File: src/rtl/yuv_rgb_pkg.sv
// Shared types and constants for the YUV 4:2:2 to RGB conversion stage.
// Fixed-point coefficients are the BT.601 factors scaled by 2^16.
package yuv_rgb_pkg;

  typedef enum logic [1:0] {
    S_IDLE,
    S_RUN,
    S_DONE,
    S_WAIT_LOW
  } state_t;

  localparam logic signed [31:0] COEF_Y  = 32'sd76284;
  localparam logic signed [31:0] COEF_RV = 32'sd104595;
  localparam logic signed [31:0] COEF_GU = 32'sd25624;
  localparam logic signed [31:0] COEF_GV = 32'sd53281;
  localparam logic signed [31:0] COEF_BU = 32'sd132251;

  localparam logic signed [31:0] Y_OFFSET = 32'sd16;
  localparam logic signed [31:0] C_OFFSET = 32'sd128;

  localparam logic [17:0] DEF_Y_BASE   = 18'd0;
  localparam logic [17:0] DEF_U_BASE   = 18'd38400;
  localparam logic [17:0] DEF_V_BASE   = 18'd57600;
  localparam logic [17:0] DEF_RGB_BASE = 18'd146944;
  localparam int          DEF_NUM_GROUPS = 19200;

  // Drop the 16 fractional bits, then saturate to an unsigned byte.
  function automatic logic [7:0] clip_shift16(input logic signed [31:0] acc);
    logic signed [31:0] q;
    q = acc >>> 16;
    if (q < 32'sd0)
      return 8'd0;
    else if (q > 32'sd255)
      return 8'd255;
    else
      return q[7:0];
  endfunction

endpackage

File: src/rtl/csc_pixel.sv
// Combinational colour-space conversion of one Y/U/V byte triple into
// clipped R/G/B bytes; the parent registers the result.
module csc_pixel
  import yuv_rgb_pkg::*;
(
  input  logic [7:0] y,
  input  logic [7:0] u,
  input  logic [7:0] v,
  output logic [7:0] r,
  output logic [7:0] g,
  output logic [7:0] b
);

  logic signed [31:0] e_s;
  logic signed [31:0] u_s;
  logic signed [31:0] v_s;
  logic signed [31:0] acc_r;
  logic signed [31:0] acc_g;
  logic signed [31:0] acc_b;

  always_comb begin
    e_s   = $signed({24'd0, y}) - Y_OFFSET;
    u_s   = $signed({24'd0, u}) - C_OFFSET;
    v_s   = $signed({24'd0, v}) - C_OFFSET;
    acc_r = COEF_Y * e_s + COEF_RV * v_s;
    acc_g = COEF_Y * e_s - COEF_GU * u_s - COEF_GV * v_s;
    acc_b = COEF_Y * e_s + COEF_BU * u_s;
  end

  assign r = clip_shift16(acc_r);
  assign g = clip_shift16(acc_g);
  assign b = clip_shift16(acc_b);

endmodule

File: src/rtl/yuv_rgb_converter.sv
// Milestone-1 colour-space converter: reads Y/U/V 4:2:2 from SRAM in 4-pixel
// groups, converts with replicated chroma, writes packed RGB back, pulses done.
module yuv_rgb_converter
  import yuv_rgb_pkg::*;
#(
  parameter logic [17:0] Y_BASE     = DEF_Y_BASE,
  parameter logic [17:0] U_BASE     = DEF_U_BASE,
  parameter logic [17:0] V_BASE     = DEF_V_BASE,
  parameter logic [17:0] RGB_BASE   = DEF_RGB_BASE,
  parameter int          NUM_GROUPS = DEF_NUM_GROUPS
) (
  input  logic        CLOCK_50_I,
  input  logic        reset,
  input  logic        start,
  output logic [17:0] SRAM_address,
  input  logic [15:0] SRAM_read_data,
  output logic [15:0] SRAM_write_data,
  output logic        SRAM_we_n,
  output logic        done
);

  localparam logic [17:0] LAST_K = 18'(NUM_GROUPS - 1);

  state_t      state, state_n;
  logic [3:0]  cyc, cyc_n;
  logic [17:0] k, k_n;
  logic [17:0] addr_n;
  logic [15:0] wdata_n;
  logic        we_n_n;
  logic        done_n;

  logic [15:0] y01, y23, u02, v02;
  logic [7:0]  rgb_bytes [12];

  logic [1:0]  pix;
  logic [3:0]  pix_base;
  logic [7:0]  px_y, px_u, px_v;
  logic [7:0]  px_r, px_g, px_b;

  logic [2:0]  wr_idx;
  logic [3:0]  byte_idx;
  logic [17:0] grp_rgb_base;

  always_ff @(posedge CLOCK_50_I) begin
    if (reset) begin
      state           <= S_IDLE;
      cyc             <= 4'd0;
      k               <= 18'd0;
      SRAM_address    <= 18'd0;
      SRAM_write_data <= 16'd0;
      SRAM_we_n       <= 1'b1;
      done            <= 1'b0;
    end else begin
      state           <= state_n;
      cyc             <= cyc_n;
      k               <= k_n;
      SRAM_address    <= addr_n;
      SRAM_write_data <= wdata_n;
      SRAM_we_n       <= we_n_n;
      done            <= done_n;
    end
  end

  // The six output words are consecutive byte pairs of R0 G0 B0 R1 ... B3.
  always_comb begin
    state_n      = state;
    cyc_n        = cyc;
    k_n          = k;
    addr_n       = SRAM_address;
    wdata_n      = SRAM_write_data;
    we_n_n       = 1'b1;
    done_n       = 1'b0;
    wr_idx       = 3'(cyc - 4'd10);
    byte_idx     = {wr_idx, 1'b0};
    grp_rgb_base = RGB_BASE + k * 18'd6;

    case (state)
      S_IDLE: begin
        if (start) begin
          state_n = S_RUN;
          cyc_n   = 4'd0;
          k_n     = 18'd0;
        end
      end
      S_RUN: begin
        cyc_n = cyc + 4'd1;
        case (cyc)
          4'd0: addr_n = Y_BASE + (k << 1);
          4'd1: addr_n = Y_BASE + (k << 1) + 18'd1;
          4'd2: addr_n = U_BASE + k;
          4'd3: addr_n = V_BASE + k;
          4'd10, 4'd11, 4'd12, 4'd13, 4'd14, 4'd15: begin
            we_n_n  = 1'b0;
            addr_n  = grp_rgb_base + {15'd0, wr_idx};
            wdata_n = {rgb_bytes[byte_idx], rgb_bytes[byte_idx + 4'd1]};
          end
          default: ;
        endcase
        if (cyc == 4'd15) begin
          if (k == LAST_K) begin
            state_n = S_DONE;
            k_n     = 18'd0;
          end else begin
            k_n = k + 18'd1;
          end
        end
      end
      S_DONE: begin
        done_n  = 1'b1;
        state_n = S_WAIT_LOW;
      end
      S_WAIT_LOW: begin
        if (!start)
          state_n = S_IDLE;
      end
      default: state_n = S_IDLE;
    endcase
  end

  // Pixels 0/1 use the high chroma bytes, pixels 2/3 the low ones.
  always_comb begin
    pix      = 2'(cyc - 4'd6);
    pix_base = {2'd0, pix} + {1'b0, pix, 1'b0};
    px_y     = pix[0] ? (pix[1] ? y23[7:0]  : y01[7:0])
                      : (pix[1] ? y23[15:8] : y01[15:8]);
    px_u     = pix[1] ? u02[7:0] : u02[15:8];
    px_v     = pix[1] ? v02[7:0] : v02[15:8];
  end

  csc_pixel u_csc (
    .y (px_y),
    .u (px_u),
    .v (px_v),
    .r (px_r),
    .g (px_g),
    .b (px_b)
  );

  always_ff @(posedge CLOCK_50_I) begin
    if (reset) begin
      y01 <= 16'd0;
      y23 <= 16'd0;
      u02 <= 16'd0;
      v02 <= 16'd0;
      for (int i = 0; i < 12; i++)
        rgb_bytes[i] <= 8'd0;
    end else if (state == S_RUN) begin
      case (cyc)
        4'd2: y01 <= SRAM_read_data;
        4'd3: y23 <= SRAM_read_data;
        4'd4: u02 <= SRAM_read_data;
        4'd5: v02 <= SRAM_read_data;
        4'd6, 4'd7, 4'd8, 4'd9: begin
          rgb_bytes[pix_base]         <= px_r;
          rgb_bytes[pix_base + 4'd1]  <= px_g;
          rgb_bytes[pix_base + 4'd2]  <= px_b;
        end
        default: ;
      endcase
    end
  end

endmodule

File: config.mk
export PLATFORM = sky130hd
export DESIGN_NAME = yuv_rgb_converter
export DESIGN_NICKNAME = d
export VERILOG_FILES = /design/src/rtl/yuv_rgb_pkg.sv /design/src/rtl/csc_pixel.sv /design/src/rtl/yuv_rgb_converter.sv
export SDC_FILE = /design/constraint.sdc
export NUM_CORES = 1
export LEC_CHECK = 0
export CAP_MARGIN = 0
export CORE_MARGIN = 3
export CORE_UTILIZATION = 45
export CTS_CLUSTER_SIZE = 30
export DETAILED_ROUTE_END_ITERATION = 6
export PLACE_DENSITY_LB_ADDON = 0.3
export SLEW_MARGIN = 20
export SYNTH_ARGS = -nofsm -noshare
export SYNTH_HDL_FRONTEND = slang
export SYNTH_SLANG_ARGS = --single-unit
File: constraint.sdc
create_clock -name CLOCK_50_I -period 19.92 [get_ports CLOCK_50_I]
set_clock_uncertainty 0.2 [all_clocks]
set_input_delay 2.988 -clock CLOCK_50_I [delete_from_list [all_inputs] [get_ports CLOCK_50_I]]
set_output_delay 2.988 -clock CLOCK_50_I [all_outputs]
set_load 0.03 [all_outputs]
=== Word level (Yosys, flattened, before mapping) ===
Memories as Yosys holds them, arrays and structs flattened. A register that Yosys moved wholly into a read port is not among the register bits.
Index checks and enable logic that the tools add are counted.

* Output and inout port bits: 36
* Memory bits (writable): 96
* Input port bits: 19
* Logic and storage cells: 126
* Register bits after elaboration: 108
* Memories kept: 1

{| class="wikitable"
|+ Memories
! name !! words !! width !! read ports !! clocked after memory_dff !! write ports !! line !! RTL
|-
| rgb_bytes || 12 || 8 || 2 || 2 || 12 || yuv_rgb_converter.sv:33 || <nowiki>logic [7:0] rgb_bytes [12];</nowiki>
|}

* $add $sub $neg: 20
* Reductions and logical operators: 19
* Eq/ne operators: 23
* Multiply operators: 6
* Mux-type cells: 40
* Bitwise operators: 1
* Order comparisons: 6

{| class="wikitable"
|+ Operator list
! kind !! count
|-
| two-way mux 8 bit || 14
|-
| one-hot mux 18 bit (5 select lines) || 1
|-
| adder 32 bit || 2
|-
| subtractor 32 bit || 2
|-
| two-way mux 18 bit || 3
|-
| > comparator 16 x 9 -> 1 bit (second input constant) || 3
|-
| < comparator 16 x 1 -> 1 bit (second input constant) || 3
|-
| adder 16 x 18 -> 18 bit (first input constant) || 2
|-
| adder 18 x 1 -> 18 bit (second input constant) || 2
|-
| one-hot mux 18 bit (2 select lines) || 1
|-
| == test 4 bit (second input constant) || 8
|-
| multiplier 13 x 32 -> 29 bit (first input constant) || 1
|-
| multiplier 16 x 32 -> 30 bit (first input constant) || 1
|-
| multiplier 17 x 32 -> 32 bit (first input constant) || 1
|-
| multiplier 18 x 32 -> 32 bit (first input constant) || 1
|-
| multiplier 19 x 32 -> 32 bit (first input constant) || 1
|-
| OR reduction 8 bit || 3
|-
| adder 18 bit (first input constant) || 1
|-
| adder 18 x 3 -> 18 bit || 1
|-
| == test 18 x 15 -> 1 bit (second input constant) || 1
|-
| multiplier 18 x 2 -> 17 bit (second input constant) || 1
|-
| subtractor 8 x 8 -> 9 bit (second input constant) || 2
|-
| == test 4 x 3 -> 1 bit (second input constant) || 4
|-
| two-way mux 4 bit || 4
|-
| 26 further kinds || 52
|}

=== Logic depth before layout (Yosys ltp) ===
Gate-level depths: netlist (run 1).

* Depth after elaboration: 11
* Gate-level depth with buffers: 46
* Depth with buffers taken out: 42

=== Hierarchy ===
From an unflattened synthesis (run 1), not the netlist that was laid out.

* Cell total of the unflattened synthesis: 2908
* Area total of the unflattened synthesis: 26761.9 µm²

{| class="wikitable"
|+ By module, submodules not included
! module !! instances !! area each (µm²) !! seq. area each (µm²) !! cells an instance
|-
| yuv_rgb_converter || 1 || 14295.0 || 6326.1 || 1552
|-
| csc_pixel || 1 || 12467.0 || 0.0 || 1356
|}

=== Worst setup path after synthesis (run 1) ===
Ideal clock, no wire load.

* Path kind: reg2reg
* Start: register cyc[1]
* End: memory rgb_bytes[12][1] (data pin)
* Path buffers: 5
* Slack: 8.815 ns
* Library setup time: 0.279 ns
* Clock period less this slack: 11.105 ns
* Data arrival time: 10.626 ns
* Data required time: 19.441 ns
* Stages on the path, launching flop included: 45
* Cells stage by stage: dfxtp_1 -> buf_6 -> clkbuf_1 -> clkbuf_1 -> mux2i_1 -> inv_1 -> ha_1 -> fa_1 -> ha_1 -> inv_1 -> fa_1 -> inv_1 -> ha_1 -> nand2_1 -> nor2_1 -> o21a_1 -> o21ai_0 -> a21boi_0 -> (+9 left out) -> fa_1 -> inv_1 -> fa_1 -> inv_1 -> ha_1 -> nand2_1 -> o21ai_0 -> a31oi_1 -> a2111oi_1 -> o41ai_1 -> mux2i_1 -> or4b_1 -> clkbuf_1 -> nor2_1 -> or2_2 -> clkbuf_1 -> nand2b_1 -> o221ai_1

{| class="wikitable"
|+ RTL lines
! what !! line !! RTL
|-
| start, declared || yuv_rgb_converter.sv:25 || <nowiki>logic [3:0] cyc, cyc_n;</nowiki>
|-
| start signal, assigned || yuv_rgb_converter.sv:55 || <nowiki>cyc <= cyc_n;</nowiki>
|-
| end, declared || yuv_rgb_converter.sv:33 ||
|}

==> results of run 1 <==
==> cell families after synthesis <==
| kind of cell | Yosys count | share of synthesized area |
|---|---|---|
| compound gates | 540 | 0.134 |
| xor+xnor | 131 | 0.0424 |
| fa+ha+maj | 658 | 0.345 |
| buf+inv | 541 | 0.0748 |
| flops | 252 | 0.230 |
| mux | 62 | 0.0408 |
| simple gates | 762 | 0.133 |
==> cells in the final DEF (no fill, tap or decap), types with 32 or more instances in the layout <==
master	instances
sky130_fd_sc_hd__o22ai_1	35
sky130_fd_sc_hd__edfxtp_1	128
sky130_fd_sc_hd__nor2_1	165
sky130_fd_sc_hd__nor3_1	39
sky130_fd_sc_hd__clkdlybuf4s50_1	53
sky130_fd_sc_hd__nand2b_1	33
sky130_fd_sc_hd__dfxtp_1	122
sky130_fd_sc_hd__fa_1	169
sky130_fd_sc_hd__or3_1	33
sky130_fd_sc_hd__nand3_1	32
sky130_fd_sc_hd__nand2_1	289
sky130_fd_sc_hd__o221ai_1	82
sky130_fd_sc_hd__or2_2	35
sky130_fd_sc_hd__a21o_1	42
sky130_fd_sc_hd__inv_1	429
sky130_fd_sc_hd__ha_1	489
sky130_fd_sc_hd__mux4_2	40
sky130_fd_sc_hd__xnor2_1	90
sky130_fd_sc_hd__o21ai_0	51
sky130_fd_sc_hd__a21oi_1	164
sky130_fd_sc_hd__xor2_1	39
==> final timing paths <==
kind                            slack, ps               to  depth (start not counted)    from
worst max-delay path                 7070  rgb_bytes[5][4]                         38  cyc[1]
worst max register to register       7070  rgb_bytes[5][4]                         38  cyc[1]
worst min-delay path                  250           v02[3]                          2  v02[3]
worst min register to register        250           v02[3]                          2  v02[3]
==> metal layers <==
metal	up-vias	GRT usage
met4	0	0.0623
li1	10300	-
met3	125	0.0258
met5	-	0
met1	10600	0.324
met2	835	0.415
==> where the power goes <==
part | leakage, nW | internal, mW | switching (mW) | total [mW]
clock | 0.390 | 0.262 | 0.205 | 0.467
combinational | 10.7 | 0.244 | 0.505 | 0.749
sequential | 2.29 | 0.577 | 0.0161 | 0.593
total | 13.4 | 1.08 | 0.726 | 1.81
==> sequential cells by signal, summed over array words and instances, names as in the netlist, 4 cells and up <==
| signal | count |
|---|---|
| rgb_bytes | 128 |
| SRAM_address | 18 |
| k | 18 |
| SRAM_write_data | 16 |
| u02 | 16 |
| v02 | 16 |
| y01 | 16 |
| y23 | 16 |
| cyc | 4 |
==> worst max-delay path: cells and delay by family (launching register included) <==
kind,cells,cell delay [ps]
adder cells (fa/ha/maj),12,4710
AO/OA/AOI/OAI,11,3130
AND/OR/NAND/NOR,3,1130
XOR/XNOR,2,1120
buffers and inverters,8,910
multiplexers,2,770
flip-flops,1,560
==> final cells by class <==
class,instances,area (sq um),area share
Inverter,431,1620,0.0546
Sequential cell,252,6330,0.214
Tap cell,782,978,0.0330
Clock buffer,36,717,0.0242
Clock inverter,8,67.6,0.00228
Timing Repair Buffer,74,688,0.0232
Multi-Input combinational cell,2153,19200,0.649
==> impl_metrics.xml, run 1 <==
<?xml version="1.0" encoding="UTF-8"?>
<metrics>
  <group name="timing">
    <metric name="finalWorstSetupSlack" unit="ps">7070</metric>
    <metric name="achievable-frequency" unit="MHz">77.8</metric>
    <metric name="final_count_of_hold_timing_violations" unit="">0</metric>
    <metric name="fin_setup_tns" unit="ps">0</metric>
    <metric name="drv_slew" unit="">0</metric>
    <metric name="relative_slew_slack" unit="">0.220</metric>
    <metric name="timing.hold.ws" unit="ps">254</metric>
    <metric name="finalSetupViolations" unit="">0</metric>
    <metric name="final.min_clock_period" unit="ps">12850</metric>
    <metric name="min_period_over_period" unit="">0.645</metric>
    <metric name="rsz_0062_raised_after_global_routing" unit="">false</metric>
    <metric name="tightestPinTransition" unit="ps">1160</metric>
  </group>
  <group name="final_layout">
    <metric name="layout.nets" unit="">3613</metric>
    <metric name="final_core_utilization" unit="">0.490</metric>
    <metric name="filler_cell_count" unit="">5550</metric>
    <metric name="layout-area-overhead-vs-synth" unit="%">7.61</metric>
    <metric name="final_layout_size_suffix_gt1_frac" unit="">0.0582</metric>
    <metric name="antenna-diode-count" unit="">0</metric>
    <metric name="finalNonFillerCells" unit="">3736</metric>
    <metric name="finish.instance_area" unit="sq um">29600</metric>
  </group>
  <group name="route">
    <metric name="post-route-drc-count" unit="">0</metric>
    <metric name="dr.first_iter.drc_count" unit="">1834</metric>
    <metric name="ant_nets" unit="">0</metric>
    <metric name="met2_wirelength_from_detailed_routing" unit="um">37200</metric>
    <metric name="route.final.wire_length" unit="um">77400</metric>
    <metric name="maxUsedRoutingLayer" unit="">met4</metric>
    <metric name="dr_total_vias" unit="">21800</metric>
    <metric name="post_drt_via_cell_ratio" unit="">5.83</metric>
    <metric name="routedWlPerCell" unit="um">20.7</metric>
    <metric name="dr_wl_met3" unit="um">5290</metric>
    <metric name="met1_length" unit="um">33100</metric>
    <metric name="dr.pass1.iters" unit="">6</metric>
  </group>
  <group name="clock_tree">
    <metric name="cts_buffers" unit="">24</metric>
    <metric name="ctsLongestPathBuffers" unit="">3</metric>
    <metric name="clock_latency_at_the_later_pin_of_the_worst_skew_pair" unit="ps">540</metric>
    <metric name="tritoncts_num_sinks" unit="">252</metric>
    <metric name="clk_pin_slew_worst_paths" unit="ps">70</metric>
    <metric name="post_cts_resized" unit="">0</metric>
    <metric name="cts_max_level" unit="">1</metric>
    <metric name="clk_root_buffer_cell" unit="">sky130_fd_sc_hd__clkbuf_16</metric>
    <metric name="postCtsSetupRepairBufs" unit="">0</metric>
    <metric name="cts_tree" unit="">done</metric>
    <metric name="cts_hold_buffers" unit="">0</metric>
  </group>
  <group name="worst_hold_path">
    <metric name="hold_class" unit="">flip-flop to flip-flop</metric>
  </group>
  <group name="power_and_ir_drop">
    <metric name="power.static_leakage" unit="nW">13.4</metric>
    <metric name="design_power_total" unit="mW">1.81</metric>
    <metric name="powerDensity" unit="nW/um^2">61.0</metric>
    <metric name="maximum_vdd_drop" unit="mV">0.0747</metric>
  </group>
  <group name="critical_path">
    <metric name="timing.critical_path.fanout_max" unit="">18</metric>
    <metric name="worst_path_largest_cell_delay" unit="ps">780</metric>
    <metric name="cp-start-kind" unit="">flip-flop</metric>
    <metric name="worst_setup_path_end_kind" unit="">flip-flop</metric>
    <metric name="required" unit="ps">19970</metric>
    <metric name="worst-setup-path-type" unit="">flip-flop to flip-flop</metric>
    <metric name="slowest_stage" unit="">sky130_fd_sc_hd__a21oi_1</metric>
    <metric name="crit_arrival" unit="ps">12890</metric>
    <metric name="critical-path-top-cell-by-count" unit="">sky130_fd_sc_hd__inv_1</metric>
  </group>
  <group name="synth">
    <metric name="synth.cell_area" unit="sq um">27500</metric>
    <metric name="synth-seq-cells" unit="">252</metric>
    <metric name="synth-edff-count" unit="">128</metric>
    <metric name="synth_common_cells" unit="">sky130_fd_sc_hd__ha_1 (489), sky130_fd_sc_hd__inv_1 (429), sky130_fd_sc_hd__nand2_1 (289)</metric>
    <metric name="netlist.top_cell.by_area" unit="">sky130_fd_sc_hd__ha_1</metric>
    <metric name="synth_top_area_share" unit="">0.222</metric>
    <metric name="synth.yosys.warnings" unit="">0</metric>
    <metric name="cell_types_occupying_the_most_area_after_synthesis" unit="">sky130_fd_sc_hd__ha_1 (22%), sky130_fd_sc_hd__edfxtp_1 (14%), sky130_fd_sc_hd__fa_1 (12%), sky130_fd_sc_hd__dfxtp_1 (9.0%), sky130_fd_sc_hd__inv_1 (5.8%)</metric>
    <metric name="synth_most_common_cell" unit="">sky130_fd_sc_hd__ha_1</metric>
    <metric name="dominantRegCellSynth" unit="">sky130_fd_sc_hd__edfxtp_1</metric>
    <metric name="number_of_cells_produced_by_synthesis" unit="">2946</metric>
    <metric name="synthArstFlopShare" unit="">0</metric>
    <metric name="ys_types" unit="">81</metric>
    <metric name="synthesis.area_per_instance" unit="sq um">9.35</metric>
    <metric name="synthesis.nets" unit="">3623</metric>
    <metric name="synth-seq-area-share" unit="">0.230</metric>
  </group>
  <group name="floorplan">
    <metric name="placement_rows" unit="">90</metric>
    <metric name="die_area" unit="sq um">64200</metric>
    <metric name="boundaryPins" unit="">55</metric>
    <metric name="die_y" unit="um">253</metric>
    <metric name="initial_core_util" unit="">0.455</metric>
    <metric name="placeableCoreArea" unit="sq um">60500</metric>
    <metric name="chipWidth" unit="um">253</metric>
  </group>
  <group name="global_route">
    <metric name="grt_max_degree" unit="">83</metric>
    <metric name="antenna_found_initial" unit="">0</metric>
    <metric name="grt.total_usage" unit="">0.241</metric>
    <metric name="grt_overflow" unit="">0</metric>
    <metric name="grt_first_pass_wirelength" unit="um">122000</metric>
    <metric name="first_global_vias" unit="">21900</metric>
  </group>
  <group name="job">
    <metric name="drv.max_cap_violation_count" unit="">0</metric>
  </group>
  <group name="place">
    <metric name="placement.io_buffers" unit="">54</metric>
    <metric name="numPlacedInstances" unit="">3692</metric>
    <metric name="post_dp_cell_area" unit="sq um">28800</metric>
    <metric name="dp_worst_setup_slack" unit="ps">7300</metric>
    <metric name="dp_hpwl" unit="um">60500</metric>
    <metric name="routabilityCongestion" unit="">0.923</metric>
  </group>
  <group name="outcome">
    <metric name="status" unit="">finished clean</metric>
  </group>
</metrics>
Power figures use the tool's default switching activity.
==> run 2: changes to the inputs <==
Clock period 19.92 ns to 10.6 ns, I/O delays scaled along.
==> run 2 against run 1 <==
Compared with the run above: combinational power rose to 2.5 times the previous value; non-clock buffer count up 169; register-to-register slack lost 6800 ps; sequential power is 87% higher; flip-flop and latch count unchanged; worst setup slack worse by 6800 ps; global-route usage rose by 0.87 points; die area unchanged; critical path type unchanged; critical endpoint unchanged.
==> impl_metrics.xml, run 2 (synthesis gave the netlist of run 1 again) <==
<?xml version="1.0" encoding="UTF-8"?>
<metrics>
  <group name="critical_path">
    <metric name="reg2reg_from" unit="">cyc[1]</metric>
    <metric name="critical-path-top-cell-by-count" unit="">sky130_fd_sc_hd__inv_1</metric>
    <metric name="crit_arrival" unit="ps">10400</metric>
    <metric name="required" unit="ps">10690</metric>
    <metric name="worst_setup_path_end_kind" unit="">flip-flop</metric>
    <metric name="worst-setup-path-type" unit="">flip-flop to flip-flop</metric>
    <metric name="slowest_stage" unit="">sky130_fd_sc_hd__or4b_4</metric>
    <metric name="regToRegSetupSlack" unit="ps">290</metric>
    <metric name="timing.critical_path.fanout_max" unit="">6</metric>
    <metric name="r2r_cells" unit="">43</metric>
    <metric name="cp-start-kind" unit="">flip-flop</metric>
    <metric name="timing.rr.end" unit="">rgb_bytes[5][4]</metric>
    <metric name="worst_path_largest_cell_delay" unit="ps">610</metric>
  </group>
  <group name="final_layout">
    <metric name="layout-area-overhead-vs-synth" unit="%">15.3</metric>
    <metric name="mostFrequentLayoutCell" unit="">sky130_fd_sc_hd__ha_1</metric>
    <metric name="flip_flop_count_of_the_largest_register_all_copies_and_words_added" unit="">128</metric>
    <metric name="finish.instance_area" unit="sq um">31800</metric>
    <metric name="filler_cell_count" unit="">5436</metric>
    <metric name="layout.nets" unit="">3784</metric>
    <metric name="final_layout_size_suffix_gt1_frac" unit="">0.146</metric>
    <metric name="largestRegisters" unit="">rgb_bytes: 128 flops, SRAM_address: 18 flops, k: 18 flops</metric>
    <metric name="finalNonFillerCells" unit="">3909</metric>
    <metric name="antenna-diode-count" unit="">0</metric>
    <metric name="largest_register" unit="">rgb_bytes</metric>
    <metric name="area.sequential" unit="sq um">6330</metric>
    <metric name="multi_input_area" unit="sq um">19900</metric>
    <metric name="layout.cells.most_common_list" unit="">sky130_fd_sc_hd__ha_1 (466), sky130_fd_sc_hd__inv_1 (416), sky130_fd_sc_hd__nand2_1 (286), sky130_fd_sc_hd__buf_4 (178), sky130_fd_sc_hd__fa_1 (162)</metric>
  </group>
  <group name="global_route">
    <metric name="antenna_found_initial" unit="">0</metric>
    <metric name="grt_max_degree" unit="">78</metric>
    <metric name="first_global_vias" unit="">22500</metric>
    <metric name="grt_overflow" unit="">0</metric>
    <metric name="grt_first_pass_wirelength" unit="um">125000</metric>
    <metric name="grt.total_usage" unit="">0.250</metric>
  </group>
  <group name="clock_tree">
    <metric name="ctsLongestPathBuffers" unit="">3</metric>
    <metric name="cts_max_level" unit="">1</metric>
    <metric name="cts_buffers" unit="">26</metric>
    <metric name="cts_tree" unit="">done</metric>
    <metric name="cts_hold_buffers" unit="">0</metric>
    <metric name="tritoncts_num_sinks" unit="">252</metric>
    <metric name="clock_latency_at_the_later_pin_of_the_worst_skew_pair" unit="ps">570</metric>
    <metric name="clk_root_buffer_cell" unit="">sky130_fd_sc_hd__clkbuf_16</metric>
    <metric name="clk_pin_slew_worst_paths" unit="ps">70</metric>
  </group>
  <group name="timing">
    <metric name="achievable-frequency" unit="MHz">97.0</metric>
    <metric name="tightestPinTransition" unit="ps">1010</metric>
    <metric name="final_count_of_hold_timing_violations" unit="">0</metric>
    <metric name="min_period_over_period" unit="">0.973</metric>
    <metric name="drv_slew" unit="">0</metric>
    <metric name="relative_slew_slack" unit="">0.319</metric>
    <metric name="finalSetupViolations" unit="">0</metric>
    <metric name="final.min_clock_period" unit="ps">10310</metric>
    <metric name="fin_setup_tns" unit="ps">0</metric>
  </group>
  <group name="worst_hold_path">
    <metric name="min_from" unit="">v02[4]</metric>
    <metric name="hold_class" unit="">flip-flop to flip-flop</metric>
    <metric name="worstHoldEndpoint" unit="">v02[4]</metric>
    <metric name="whs_path_depth" unit="">2</metric>
  </group>
  <group name="route">
    <metric name="post_drt_via_cell_ratio" unit="">5.78</metric>
    <metric name="routedWlPerCell" unit="um">20.9</metric>
    <metric name="dr.first_iter.drc_count" unit="">1712</metric>
    <metric name="dr_total_vias" unit="">22600</metric>
    <metric name="dr.pass1.iters" unit="">6</metric>
    <metric name="post-route-drc-count" unit="">0</metric>
    <metric name="route.final.wire_length" unit="um">81700</metric>
    <metric name="ant_nets" unit="">0</metric>
  </group>
  <group name="floorplan">
    <metric name="chipWidth" unit="um">253</metric>
    <metric name="initial_core_util" unit="">0.455</metric>
    <metric name="placeableCoreArea" unit="sq um">60500</metric>
    <metric name="boundaryPins" unit="">55</metric>
    <metric name="die_area" unit="sq um">64200</metric>
    <metric name="die_y" unit="um">253</metric>
    <metric name="placement_rows" unit="">90</metric>
  </group>
  <group name="power_and_ir_drop">
    <metric name="power.static_leakage" unit="nW">14.4</metric>
    <metric name="maximum_vdd_drop" unit="mV">0.165</metric>
    <metric name="design_power_total" unit="mW">3.96</metric>
    <metric name="powerDensity" unit="nW/um^2">125</metric>
  </group>
  <group name="job">
    <metric name="drv.max_cap_violation_count" unit="">0</metric>
  </group>
  <group name="place">
    <metric name="placement.io_buffers" unit="">54</metric>
    <metric name="routabilityCongestion" unit="">0.980</metric>
    <metric name="post_dp_cell_area" unit="sq um">29900</metric>
    <metric name="numPlacedInstances" unit="">3826</metric>
    <metric name="dp_hpwl" unit="um">63600</metric>
  </group>
  <group name="outcome">
    <metric name="status" unit="">finished clean</metric>
  </group>
</metrics>
run 2: cell types whose count changed in the layout (fill, tap and decap cells not counted), moves of 8 or more:
cell	delta
sky130_fd_sc_hd__a21oi_1	-11
sky130_fd_sc_hd__ha_1	-23
sky130_fd_sc_hd__inv_1	-13
sky130_fd_sc_hd__inv_2	+13
sky130_fd_sc_hd__xnor2_1	-10
sky130_fd_sc_hd__a21oi_2	+11
sky130_fd_sc_hd__ha_4	+17
sky130_fd_sc_hd__xnor2_2	+8
sky130_fd_sc_hd__buf_4	+157
run 2: timing repair:
action	in CTS	in global routing
setup endpoints to repair	112	128
setup buffers	2	33
resized for setup	10	142
pin swaps	0	73
run 2: power breakdown:
part | leakage, nW | switching (mW) | total, mW | internal (mW)
Clock | 0.439 | 0.422 | 0.973 | 0.551
Sequential | 2.29 | 0.0286 | 1.11 | 1.08
Combinational | 11.7 | 1.13 | 1.88 | 0.752
run 2: final cells by class:
type	count	share of cell area
multi-input cells	2153	0.627
inverters	431	0.0509
clock inverters	12	0.00410
flip-flops and latches	252	0.199
clock buffers	36	0.0239
repair buffers	243	0.0643
well taps	782	0.0308
run 2: how the worst max path moves through the flow:
| stage | from | to | slack [ps] | cells after the start |
|---|---|---|---|---|
| final | cyc[1] | rgb_bytes[5][4] | 290 | 43 |
| after global routing | cyc[1] | rgb_bytes[0][1] | -120 | 43 |
| after CTS | cyc[1] | rgb_bytes[3][7] | 5 | 44 |
| after detailed placement | cyc[1] | rgb_bytes[8][3] | -320 | 37 |
| after global placement | cyc[1] | rgb_bytes[8][3] | -90 | 36 |
| after floorplan | cyc[0] | rgb_bytes[12][1] | 90 | 41 |
run 2: worst max-delay path, delay by kind of cell, from the launching register on:
kind	cells	cell delay [ps]
compound gates	9	1750
xor+xnor	3	550
fa+ha+maj	10	3550
mux	1	560
flops	1	410
buf+inv	13	1280
simple gates	7	1760
run 2: per-stage QoR:
step	hold slack [ps]	util	worst slack [ps]
5_1_grt	264	0.525	-120
3_3_place_gp	239	0.494	-85.1
2_1_floorplan	233	-	87.6
4_1_cts	255	0.510	5.41
6_report	254	0.525	291
3_5_place_dp	246	0.494	-318
run 2: routing by layer:
layer | track usage | part of all wire | up-vias
met5 | 0 | 0 | -
met4 | 0.0949 | 0.042 | 0
met3 | 0.0417 | 0.074 | 196
met2 | 0.422 | 0.48 | 870
met1 | 0.321 | 0.41 | 10900
li1 | - | - | 10600
